$ cat src/rtl/iter_color_mapper.sv
// iter_color_mapper: two-stage pipeline that maps Mandelbrot escape counts to
// 24-bit RGB. The palette offset can rotate by a fixed step on each frame.
module iter_color_mapper #(
    parameter int unsigned ITER_W   = 16,
    parameter int unsigned MAX_ITER = 255,
    parameter int unsigned ROT_STEP = 4
) (
    input  logic              aclk,
    input  logic              areset,
    input  logic [ITER_W-1:0] iter,
    input  logic              iter_valid,
    input  logic              iter_sof,
    input  logic              iter_eol,
    output logic              iter_ready,
    input  logic              rot_en,
    output logic [7:0]        r,
    output logic [7:0]        g,
    output logic [7:0]        b,
    output logic              valid,
    output logic              sof,
    output logic              eol,
    input  logic              ready,
    output logic [7:0]        frame_offset
);

    localparam int unsigned COLOR_W = 8;

    // Stage 1 registers
    logic               r_s1_valid;
    logic               r_s1_sof;
    logic               r_s1_eol;
    logic               r_s1_interior;
    logic [COLOR_W-1:0] r_s1_idx;

    // Combinational pipeline control and stage-1 datapath
    logic               w_en;
    logic               w_fire_in;
    logic               w_rot_req;
    logic [COLOR_W-1:0] w_off_next;
    logic [COLOR_W-1:0] w_off_eff;
    logic [COLOR_W-1:0] w_idx;
    logic               w_interior;

    // The whole pipe advances unless the output is held by the packer
    assign w_en       = !valid || ready;
    assign iter_ready = w_en;
    assign w_fire_in  = iter_valid && w_en;

    // The sof beat that triggers a rotation already uses the new offset
    assign w_rot_req  = iter_sof && rot_en;
    assign w_off_next = frame_offset + COLOR_W'(ROT_STEP);
    assign w_off_eff  = w_rot_req ? w_off_next : frame_offset;
    assign w_idx      = iter[COLOR_W-1:0] + w_off_eff;
    assign w_interior = (iter >= ITER_W'(MAX_ITER));

    // Palette offset: advances only on an accepted sof beat with rotation on
    always_ff @(posedge aclk) begin
        if (areset) begin
            frame_offset <= '0;
        end else if (w_fire_in && w_rot_req) begin
            frame_offset <= w_off_next;
        end
    end

    // Stage 1: capture flags, interior decision and palette index
    always_ff @(posedge aclk) begin
        if (areset) begin
            r_s1_valid    <= 1'b0;
            r_s1_sof      <= 1'b0;
            r_s1_eol      <= 1'b0;
            r_s1_interior <= 1'b0;
            r_s1_idx      <= '0;
        end else if (w_en) begin
            r_s1_valid    <= iter_valid;
            r_s1_sof      <= iter_sof;
            r_s1_eol      <= iter_eol;
            r_s1_interior <= w_interior;
            r_s1_idx      <= w_idx;
        end
    end

    // Stage 2: palette lookup into registered outputs; interior points are black
    always_ff @(posedge aclk) begin
        if (areset) begin
            valid <= 1'b0;
            sof   <= 1'b0;
            eol   <= 1'b0;
            r     <= '0;
            g     <= '0;
            b     <= '0;
        end else if (w_en) begin
            valid <= r_s1_valid;
            sof   <= r_s1_sof;
            eol   <= r_s1_eol;
            if (r_s1_interior) begin
                r <= '0;
                g <= '0;
                b <= '0;
            end else begin
                r <= r_s1_idx;
                g <= {r_s1_idx[COLOR_W-2:0], 1'b0};
                b <= ~r_s1_idx;
            end
        end
    end

endmodule

$ cat config.mk
export PLATFORM = sky130hd
export DESIGN_NAME = iter_color_mapper
export DESIGN_NICKNAME = d
export VERILOG_FILES = /design/src/rtl/iter_color_mapper.sv
export SDC_FILE = /design/constraint.sdc
export NUM_CORES = 1
export LEC_CHECK = 0
export ABC_CLOCK_PERIOD_IN_PS = 4800
export CORE_MARGIN = 10
export CORE_UTILIZATION = 40
export DETAILED_ROUTE_END_ITERATION = 10
export PLACE_DENSITY = 0.75
export SYNTH_ARGS = -nofsm -noshare
export SYNTH_HDL_FRONTEND = slang
export SYNTH_SLANG_ARGS = --single-unit
export TNS_END_PERCENT = 100
$ cat constraint.sdc
create_clock -name aclk -period 4.8 [get_ports aclk]
set_clock_uncertainty 0.05 [all_clocks]
set_input_delay 0.72 -clock aclk [delete_from_list [all_inputs] [get_ports aclk]]
set_output_delay 0.72 -clock aclk [all_outputs]
set_load 0.02 [all_outputs]
==> results.sh <==
export IMPL_p_int_mw=0.5327
export IMPL_slew_viol_final=0
export IMPL_peakVddDrop_mv=0.1698
export IMPL_final_hold_violation_count=0
export IMPL_dp_hpwl_um=3365
export IMPL_io_pins=59
export IMPL_multi_input_area_um2=932.1
export IMPL_synthDominantCellAreaShare_pct=41.03
export IMPL_synth_edf_count=0
export IMPL_worstSetupEndpointType="output port"
export IMPL_slowest_stage="clkdlybuf4s50_1"
export IMPL_nFillCells=396
export IMPL_cts_buffers=5
export IMPL_final_cells=310
export IMPL_fin_util_pct=55.63
export IMPL_crit_path_start_kind="input port"
export IMPL_clkPwrFrac_pct=36.4
export IMPL_crit_type="in2out"
export IMPL_pwr_share_comb_pct=16.2
export IMPL_overflow=0
export IMPL_grt_first_pass_wirelength_um=7659
export IMPL_dp_cells=303
export IMPL_period_share_pct=68.71
export IMPL_area_growth_pct=34.16
export IMPL_cts_root_buf="clkbuf_8"
export IMPL_clkSlewWorstSetupHoldPaths_ns=0.07
export IMPL_synth_top_area_cell="dfxtp_1"
export IMPL_num_vias=1615
export IMPL_track_usage_pct=12.30
export IMPL_p_sw_share_pct=25.06
export IMPL_cts_htree_levels=2
export IMPL_post_drt_wl_per_cell_um=14.36
export IMPL_seq_power_share_pct=47.5
export IMPL_crit_fanout=42
export IMPL_place_gp_congestion=0.8363
export IMPL_fp_row_count=24
export IMPL_synthFlopType="dfxtp_1"
export IMPL_period_needed_ns=3.298
export IMPL_crit_top_cell="clkdlybuf4s50_1"
export IMPL_drive_above_1_share_pct=7.364
export IMPL_synth_cell_types=38
export IMPL_synth_area_leaders="dfxtp_1 41%, a21oi_1 7.8%, nand2_1 5.4%"
export IMPL_die_height_um=87.19
export IMPL_slowest_delay_ns=0.69
export IMPL_clock_latency_ns=0.29
export IMPL_die_w_um=87.19
export IMPL_cts_sink_count=37
export IMPL_drtIter0Drc=126
export IMPL_crit_buf_inv=4
export IMPL_die_area_um2=7601
export IMPL_p_leak_nw=0.9026
export IMPL_critPathRequiredTime_ns=4.03
export IMPL_grt_max_degree=43
export IMPL_preCtsSetupSlack_ns=1.485
export IMPL_hp_class="reg2reg"
export IMPL_synth_cell_area_um2=1805
export IMPL_cts_hold_fix_buffers=0
export IMPL_setup_violations=0
export IMPL_seq_area_um2=740.7
export IMPL_yosysWarnings=0
export IMPL_maxCapViolations=0
export IMPL_cts_setup_buffers=0
export IMPL_reg2reg_depth=9
export IMPL_core_area_um2=4354
export IMPL_hold_path_end="sof"
export IMPL_finalSetupTns_ns=0
export IMPL_grt_pass1_vias=1585
export IMPL_avgSynthCellArea_um2=8.398
export IMPL_io_buffers=55
export IMPL_dr_pass1_iters=4
export IMPL_power_density_nw_per_um2=293.4
export IMPL_hold_start="sof"
export IMPL_crit_chain="clkdlybuf4s50_1 > nor2b_2 > buf_4 > inv_2 > clkdlybuf4s50_1"
export IMPL_drc=0
export IMPL_path_delay_family="buffers and inverters"
export IMPL_worst_slack_ns=1.502
export IMPL_cts_tree="done"
export IMPL_netSwitchingPower_mw=0.1781
export IMPL_synthArstFlopShare_pct=0
export IMPL_timing_rr_end="r_s1_idx[7]"
export IMPL_arrival_ns=2.53
export IMPL_wirelength_um=4453
export IMPL_hold_path_cell_count=2
export IMPL_ys_seq_elements=37
export IMPL_final_nets=288
export IMPL_diodes=0
export IMPL_ctsResizeCount=0
export IMPL_ys_seq_area_share_pct=41.03
export IMPL_r2r_start="frame_offset[2]"
export IMPL_antenna_found_initial=0
export IMPL_start_util_pct=41.47
export IMPL_netlist_instances=215
export IMPL_cts_buffer_depth=2
export IMPL_viasPerCell=5.210
export IMPL_ant_nets=0
export IMPL_r2r_slack_ns=2.17
export IMPL_rsz0062_at_grt="no"
export IMPL_fmax_mhz=303.2
export IMPL_status="finished, final reports clean"
Yosys cell counts, drive strengths merged (4+ instances only):
library cell   n
nand3          4
clkbuf        13
nor3          13
inv            4
buf           10
nand2         26
dfxtp         37
nand3b        11
ha             6
nor2          20
xnor2          6
a21oi         28
xor2           4
how the worst max path moves through the flow:
stage	from	end	slack (ns)	cells after the start
after floorplan	rot_en	r_s1_idx[7]	2.20	7
after global placement	ready	iter_ready	1.52	5
after detailed placement	iter_sof	r_s1_idx[7]	1.49	9
after CTS	ready	iter_ready	1.50	5
after global routing	ready	iter_ready	1.39	5
final	ready	iter_ready	1.50	5
power groups by stage:
stage                     sequential (mW)  clock [mW]  combinational (mW)
after detailed placement            0.345           0               0.115
after CTS                           0.338       0.264               0.116
final                               0.338       0.258               0.115
after global routing                0.341       0.280               0.127
after floorplan                     0.352           0              0.0565
after global placement              0.345           0               0.114
cells by family (layout without fill, tap and decap cells):
| kind of cell | Yosys count | in the layout | share of synthesized area (%) |
|---|---|---|---|
| AOI/OAI and AO/OA | 41 | 41 | 13.51 |
| adders and majority gates | 7 | 7 | 5.267 |
| DFF | 37 | 37 | 41.03 |
| other | 1 | 3 | 0.2077 |
| xor gates and xnor gates | 10 | 10 | 4.851 |
| buffers and inverters | 27 | 68 | 7.900 |
| muxes | 2 | 2 | 1.178 |
| and+or+nand+nor | 90 | 90 | 26.06 |
through the flow:
step	cell area (µm²)	power [mW]	hold slack (ns)
floorplan	1813	0.4086	0.3821
global placement	2318	0.4584	0.3893
detailed placement	2318	0.4603	0.3969
CTS	2422	0.7181	0.4077
global route	2422	0.7474	0.4407
finish	2422	0.7107	0.4065
sequential cells by signal, summed over array words and instances (netlist names):
| signal | count |
|---|---|
| b | 8 |
| eol | 1 |
| frame_offset | 6 |
| r | 8 |
| r_s1_eol | 1 |
| r_s1_idx | 8 |
| r_s1_interior | 1 |
| r_s1_sof | 1 |
| r_s1_valid | 1 |
| sof | 1 |
| valid | 1 |
worst reg2reg max path: cells and delay by family, from the launching register on:
family / cells / cell delay (ns)
simple gates: 4 / 0.80
fa+ha+maj: 2 / 0.54
xor+xnor: 1 / 0.16
compound gates: 2 / 0.49
flops: 1 / 0.48
per-layer routing:
metal / global-route usage, % / vias to the layer above / wire length, µm
li1: - / 817 / -
met1: 14.94 / 748 / 1980
met2: 19.32 / 46 / 2037
met3: 5.243 / 4 / 401
met4: 3.478 / 0 / 34
met5: 0 / - / 0
layout make-up:
class | count | share of cell area, %
Timing Repair Buffer | 57 | 23.35
Sequential cell | 37 | 30.58
Tap cell | 52 | 2.686
Multi-Input combinational cell | 153 | 38.48
Inverter | 4 | 0.6198
Clock inverter | 2 | 1.446
Clock buffer | 5 | 2.841
placed cells by master (no fill, tap or decap), types with 3 or more instances in the layout:
cell	n
nor2_1	20
dfxtp_1	37
conb_1	3
clkbuf_8	5
nand3b_1	11
xor2_1	4
nand3_1	3
nand2_1	26
ha_1	6
inv_1	3
clkdlybuf4s50_1	55
nor3_1	13
xnor2_1	6
o31ai_1	3
a21oi_1	28
Power figures use the tool's default switching activity.
